**config.mk**
```make
export PLATFORM = sky130hd
export DESIGN_NAME = stripe_scheduler
export DESIGN_NICKNAME = d
export VERILOG_FILES = /design/src/rtl/stripe_scheduler.sv
export SDC_FILE = /design/constraint.sdc
export NUM_CORES = 1
export LEC_CHECK = 0
export CAP_MARGIN = 20
export CORE_AREA = 2 2 189 191
export DETAILED_ROUTE_END_ITERATION = 6
export DIE_AREA = 0 0 191 193
export HOLD_SLACK_MARGIN = 0.05
export PLACE_DENSITY = 0.69
export SLEW_MARGIN = 25
export SYNTH_ARGS = -nofsm -noshare
export SYNTH_HDL_FRONTEND = slang
export SYNTH_SLANG_ARGS = --single-unit
```
**constraint.sdc**
```tcl
create_clock -name i_clk -period 9.2 [get_ports i_clk]
set_input_delay 1.38 -clock i_clk [delete_from_list [all_inputs] [get_ports i_clk]]
set_output_delay 1.38 -clock i_clk [all_outputs]
set_load 0.03 [all_outputs]
```
**src/rtl/stripe_scheduler.sv**
```systemverilog
// Stripe scheduler: walks a query in PE_NUM-base stripes through one banded PE array,
// chaining each stripe's reference start column and tracking the job-level best score.
module stripe_scheduler #(
  parameter int unsigned PE_NUM  = 64,
  parameter int unsigned SCORE_W = 14,
  parameter int unsigned REF_W   = 10,
  parameter int unsigned QRY_W   = 12,
  parameter int unsigned TIMEOUT = 1023
) (
  input  logic                            i_clk,
  input  logic                            i_rst_n,
  input  logic                            i_job_valid,
  output logic                            o_job_ready,
  input  logic [QRY_W-1:0]                i_qry_len,
  input  logic [REF_W-1:0]                i_ref_len,
  output logic [QRY_W-$clog2(PE_NUM)-1:0] o_qry_addr,
  input  logic [2*PE_NUM-1:0]             i_qry_data,
  output logic [REF_W-1:0]                o_ref_addr,
  input  logic [1:0]                      i_ref_data,
  output logic                            o_pe_start,
  output logic [2*PE_NUM-1:0]             o_pe_B,
  output logic [1:0]                      o_pe_A,
  input  logic                            i_pe_stripe_end,
  input  logic [REF_W-1:0]                i_pe_start_position,
  input  logic [SCORE_W-1:0]              i_pe_max_score,
  output logic                            o_done,
  output logic                            o_err,
  output logic [SCORE_W-1:0]              o_best_score,
  output logic [QRY_W-$clog2(PE_NUM)-1:0] o_best_stripe,
  output logic                            o_busy
);

  localparam int unsigned LaneW = $clog2(PE_NUM);
  localparam int unsigned AddrW = QRY_W - LaneW;
  // One extra bit so the stripe counter can reach n_stripes when the query fills memory.
  localparam int unsigned CntW  = AddrW + 1;
  localparam int unsigned WdW   = $clog2(TIMEOUT + 1);
  localparam logic [WdW-1:0]     WdLast   = WdW'(TIMEOUT - 1);
  localparam logic [SCORE_W-1:0] ScoreMin = {1'b1, {(SCORE_W-1){1'b0}}};

  typedef enum logic [2:0] {
    StIdle,
    StFetch,
    StLoad,
    StStream,
    StDrain,
    StUpdate,
    StDone
  } state_e;

  state_e               state_q, state_d;
  logic [QRY_W-1:0]     qry_len_q;
  logic [REF_W-1:0]     ref_len_q;
  logic [CntW-1:0]      n_stripes_q;
  logic [CntW-1:0]      stripe_q, stripe_d, stripe_inc;
  logic [REF_W:0]       ref_off_q, ref_off_d, ref_off_sum;
  logic [2*PE_NUM-1:0]  b_q, b_load;
  logic [QRY_W-1:0]     qry_rem;
  logic [REF_W-1:0]     cnt_q;
  logic [WdW-1:0]       wd_q;
  logic [REF_W-1:0]     addr_q;
  logic [SCORE_W-1:0]   cap_max_q;
  logic [REF_W-1:0]     cap_pos_q;
  logic [SCORE_W-1:0]   best_q, best_d;
  logic [AddrW-1:0]     best_stripe_q, best_stripe_d;
  logic                 err_q, err_d;
  logic [SCORE_W-1:0]   out_best_q;
  logic [AddrW-1:0]     out_stripe_q;
  logic                 accept;
  logic                 stripe_end_seen;

  assign accept          = (state_q == StIdle) & i_job_valid;
  assign stripe_end_seen = ((state_q == StStream) | (state_q == StDrain)) & i_pe_stripe_end;
  assign stripe_inc      = stripe_q + 1'b1;
  assign ref_off_sum     = ref_off_q + (REF_W+1)'(cap_pos_q);

  // Query lanes past the end of the query are blanked so the PE array sees no stale bases.
  always_comb begin
    qry_rem = qry_len_q - {stripe_q[AddrW-1:0], {LaneW{1'b0}}};
    b_load  = '0;
    for (int unsigned i = 0; i < PE_NUM; i++) begin
      if (QRY_W'(i) < qry_rem) b_load[2*i +: 2] = i_qry_data[2*i +: 2];
    end
  end

  always_comb begin
    state_d       = state_q;
    stripe_d      = stripe_q;
    ref_off_d     = ref_off_q;
    best_d        = best_q;
    best_stripe_d = best_stripe_q;
    err_d         = err_q;
    unique case (state_q)
      StIdle: begin
        if (i_job_valid) begin
          stripe_d      = '0;
          ref_off_d     = '0;
          best_d        = ScoreMin;
          best_stripe_d = '0;
          if (i_qry_len == '0 || i_ref_len == '0) begin
            err_d   = 1'b1;
            state_d = StDone;
          end else begin
            err_d   = 1'b0;
            state_d = StFetch;
          end
        end
      end
      StFetch: state_d = StLoad;
      StLoad:  state_d = StStream;
      StStream: begin
        if (i_pe_stripe_end)           state_d = StUpdate;
        else if (cnt_q == REF_W'(1))   state_d = StDrain;
      end
      StDrain: begin
        if (i_pe_stripe_end) begin
          state_d = StUpdate;
        end else if (wd_q == WdLast) begin
          err_d   = 1'b1;
          state_d = StDone;
        end
      end
      StUpdate: begin
        // Strict compare: a tie keeps the earlier stripe.
        if ($signed(cap_max_q) > $signed(best_q)) begin
          best_d        = cap_max_q;
          best_stripe_d = stripe_q[AddrW-1:0];
        end
        ref_off_d = ref_off_sum;
        stripe_d  = stripe_inc;
        if (stripe_inc == n_stripes_q || ref_off_sum >= {1'b0, ref_len_q}) state_d = StDone;
        else                                                                state_d = StFetch;
      end
      StDone:  state_d = StIdle;
      default: state_d = StIdle;
    endcase
  end

  always_ff @(posedge i_clk or negedge i_rst_n) begin
    if (!i_rst_n) begin
      state_q       <= StIdle;
      qry_len_q     <= '0;
      ref_len_q     <= '0;
      n_stripes_q   <= '0;
      stripe_q      <= '0;
      ref_off_q     <= '0;
      b_q           <= '0;
      cnt_q         <= '0;
      wd_q          <= '0;
      addr_q        <= '0;
      cap_max_q     <= '0;
      cap_pos_q     <= '0;
      best_q        <= ScoreMin;
      best_stripe_q <= '0;
      err_q         <= 1'b0;
      out_best_q    <= ScoreMin;
      out_stripe_q  <= '0;
    end else begin
      state_q       <= state_d;
      stripe_q      <= stripe_d;
      ref_off_q     <= ref_off_d;
      best_q        <= best_d;
      best_stripe_q <= best_stripe_d;
      err_q         <= err_d;

      if (accept) begin
        qry_len_q   <= i_qry_len;
        ref_len_q   <= i_ref_len;
        n_stripes_q <= CntW'((i_qry_len + PE_NUM - 1) >> LaneW);
      end

      // Address leads the data by one cycle: LOAD presents ref_off, STREAM cycle k reads k+1.
      if (state_q == StFetch) begin
        addr_q <= ref_off_q[REF_W-1:0];
      end else if (state_q == StLoad || state_q == StStream) begin
        addr_q <= addr_q + 1'b1;
      end

      if (state_q == StLoad) begin
        b_q   <= b_load;
        cnt_q <= ref_len_q - ref_off_q[REF_W-1:0];
      end else if (state_q == StStream) begin
        cnt_q <= cnt_q - 1'b1;
      end

      if (state_q == StDrain) wd_q <= wd_q + 1'b1;
      else                    wd_q <= '0;

      // The PE array clears its results the cycle after stripe end, so hold them here.
      if (stripe_end_seen) begin
        cap_max_q <= i_pe_max_score;
        cap_pos_q <= i_pe_start_position;
      end

      if (state_d == StDone) begin
        out_best_q   <= best_d;
        out_stripe_q <= best_stripe_d;
      end
    end
  end

  assign o_job_ready   = (state_q == StIdle);
  assign o_busy        = (state_q != StIdle);
  assign o_done        = (state_q == StDone);
  assign o_err         = (state_q == StDone) & err_q;
  assign o_pe_start    = (state_q == StStream) & ~i_pe_stripe_end;
  assign o_pe_B        = (state_q == StStream) ? b_q : '0;
  assign o_pe_A        = (state_q == StStream) ? i_ref_data : 2'b00;
  assign o_qry_addr    = stripe_q[AddrW-1:0];
  assign o_ref_addr    = addr_q;
  assign o_best_score  = out_best_q;
  assign o_best_stripe = out_stripe_q;

endmodule

```
==> flow_metrics.tcl <==
set metrics [dict create \
    maxCapViolCount 0 \
    cts_sinks 273 \
    ys_seq_area_share_pct 47.49 \
    synth_fp_nets 1807 \
    nets 2100 \
    routed_wirelength_um 46440 \
    skew_ps 23.39 \
    top_layer "met5" \
    dpl.hpwl_um 32890 \
    grt_pass1_vias 12670 \
    num_rows 69 \
    tns_ps 0 \
    post_drt_wl_per_cell_um 19.74 \
    h-tree-depth 2 \
    p_leak_nw 8.780 \
    grt_pass1_wl_um 71060 \
    chipWidth_um 191 \
    synth_seq_cells 273 \
    crit_family "buffers and inverters" \
    ys_warn_count 0 \
    fin_crit_sh_pct 51.87 \
    fin_util_pct 55.34 \
    power.density_nw_per_um2 377.3 \
    synth-edff-count 0 \
    finalSetupViolations 0 \
    synth_xor_area_share_pct 2.739 \
    yosysTopAreaCell "dfrtp_1" \
    crit_type "register to output pin" \
    drc 0 \
    yosys.area_share.adder_pct 5.112 \
    async_flop_share_pct 100.0 \
    synthTopCellsByArea "dfrtp_1 47%, nand2_1 8.2%, and3_1 6.0%, o21ai_0 5.9%, ha_1 4.7%" \
    start_util_pct 41.16 \
    dr_total_vias 12830 \
    vias_per_cell 5.454 \
    drtAntennaViolNets 0 \
    dr_wl_met3_um 3917 \
    post-cts-setup-buffers 0 \
    drtIter0Drc 936 \
    area_growth_syn_to_layout_pct 34.46 \
    yosysUniqueCellTypes 60 \
    grt_usage_pct 24.66 \
    clk_latency_ps 510 \
    synth_top_family_by_area "simple AND/OR/NAND/NOR gates" \
    hold_class "register to register" \
    required_ps 7820 \
    num_io_pins 351 \
    clockBufferDepth 3 \
    die_h_um 193 \
    synthesis.instances 1570 \
    maxSlewViolCount 0 \
    crit_path_end_kind "output pin" \
    rsz0062_at_grt "false" \
    avgSynthCellArea_um2 9.166 \
    relSlewSlack_pct 38.95 \
    synth_compound_area_share_pct 14.07 \
    cp-start-kind "register" \
    vdd_drop_max_mv 0.1990 \
    status "finished clean" \
    crit_arrival_ps 3390 \
    critPathMaxFanout 131 \
    synth-simple-area-share_pct 20.47 \
    crit_buf_inv 3 \
    cts_root_buf "clkbuf_16" \
    synth_top_area_share_pct 47.12 \
    cts_buffers 34 \
    synth-main-ff-cell "dfrtp_1" \
    drive_gt1_share_pct 7.684 \
    netlist_area_um2 14390 \
    first_pass_iters 5 \
    cts_hold_buf 0 \
    dr_wl_met2_um 21520 \
    place.gp.congestion 0.8763 \
    grt_max_degree 170 \
    fmax_mhz 209.6 \
    cpPeakStageDelay_ps 700 \
    tritoncts "yes" \
    portBuffers 350 \
    grt_overflow_total 0 \
    path_clk_slew_ps 60 \
    antenna_found_initial 7 \
    hold_viol 0 \
    crit_chain "inv_1 -> nor2_4 -> buf_6 -> and3_1 -> clkdlybuf4s50_1" \
    dieArea_um2 36860 \
    cp_slowest_cell "clkdlybuf4s50_1" \
    fin_crit_ps 4772 \
    worst_slew_pin_slew_ps 912.4 \
    wl_met1_um 19250 \
    post_cts_resized 0 \
    fp.coreArea_um2 34960 \
    synthMuxAreaShare_pct 5.729 \
]
## kinds of logic after synthesis
kind of cell / after synthesis
adder cells (fa/ha/maj): 57
AND/OR/NAND/NOR: 631
buffers and inverters: 157
AO/OA/AOI/OAI: 339
XOR/XNOR: 45
flip-flops: 273
multiplexers: 68
## layer usage
metal | track usage [%] | vias to the layer above
li1 | - | 6016
met1 | 32.18 | 6201
met2 | 39.53 | 507
met3 | 6.281 | 101
met4 | 9.481 | 8
met5 | 0 | -
## layout by cell type, fill, tap and decap left out, drive strengths merged, types with 4 or more instances in the layout
cell type      netlist  layout
xor2                18      18
nand2              313     313
or2                  5       5
diode                0       5
nand2b               8       8
mux2                58      58
nor4                 6       6
bufinv               0       4
o21a                 7       7
a21oi               71      71
or3                  6       6
o31ai                7       7
o21ai              172     172
o41ai                6       6
a31oi                7       7
buf                 17      15
mux2i               10      10
clkbuf              90      47
nor2b               11      11
a211oi               5       5
nor2                74      74
ha                  54      54
nor3                17      17
and2                10      10
clkdlybuf4s50        0     349
a21o                 9       9
dfrtp              271     271
nand3               26      26
clkinv               0       8
a22o                32      32
and3               138     138
xnor2               27      27
nand4                7       7
inv                 50      51
## registers in the layout, summed over array words and instances, names as in the netlist, 11 cells and up
| register | count |
|---|---|
| ref_off_q | 11 |
| cap_max_q | 14 |
| qry_len_q | 12 |
| o_best_score | 14 |
| best_q | 14 |
| b_q | 128 |
## metrics by stage
step	cells	power [W]	hold slack [ps]	cell area [µm²]	setup slack [ps]
final	2353	0.007302	473.2	19350	4428
after global routing	2350	0.007815	490.9	19340	4289
after CTS	2348	0.007335	477.0	19320	4212
after detailed placement	2288	0.005926	457.1	18180	4738
after global placement	2288	0.005828	442.1	18180	4771
after floorplan	1570	0.004592	431.0	14390	5704
## power by group
group / leakage [nW] / internal, W / total (W) / switching (W)
clock: 0.568 / 0.000850 / 0.00137 / 0.000518
combinational: 4.80 / 0.00154 / 0.00376 / 0.00222
sequential: 3.41 / 0.00174 / 0.00217 / 0.000430
total: 8.78 / 0.00414 / 0.00730 / 0.00316
## area by class of cell
type | instances | area (µm²)
well taps | 461 | 576.8
inverters | 50 | 187.7
repair buffers | 364 | 3641
diodes | 5 | 12.51
flip-flops and latches | 273 | 6838
multi-input cells | 1140 | 6952
clock inverters | 13 | 172.7
clock buffers | 47 | 970.9
fillers | 3139 | 15610
## synth_stat cells, types with 3 or more instances
master	instances
o21ai_0	170
dfrtp_1	271
xnor2_1	27
fa_1	3
a211oi_1	5
mux2_4	19
a21o_1	9
nor4_1	6
mux2_2	39
nand2_1	313
o41ai_1	6
buf_4	7
and3_1	138
nor3b_1	3
mux2i_1	10
buf_1	6
o31ai_1	7
or3_1	6
o21a_1	7
or2_2	4
or4_1	3
inv_1	50
nor2b_1	11
a31oi_1	6
xor2_1	18
clkbuf_1	90
nor3_1	16
nand4_1	7
a22o_1	32
a22oi_1	3
nand2b_1	8
nor2_1	74
ha_1	54
a21oi_1	71
and2_1	10
nand3_1	26
## worst reg2reg max path, delay by kind of cell (launching register included)
family / cells / cell delay (ps)
fa+ha+maj: 2 / 650
simple gates: 1 / 280
mux: 1 / 360
flops: 1 / 480
compound gates: 9 / 1880
xor+xnor: 1 / 210
buf+inv: 1 / 270
## path summary, 6_finish.rpt
check / start / endpoint / slack, ps / depth (start not counted)
max: state_q[1] / o_pe_B[117] / 4430 / 5
min: b_q[126] / b_q[126] / 470 / 2
max reg2reg: ref_off_q[1] / o_best_stripe[2] / 4930 / 15
min reg2reg: b_q[126] / b_q[126] / 470 / 2
max in group asynchronous: i_rst_n / state_q[0] / 6790 / 2
min in group asynchronous: i_rst_n / b_q[52] / 930 / 1
(Power assumes the default switching activity.)
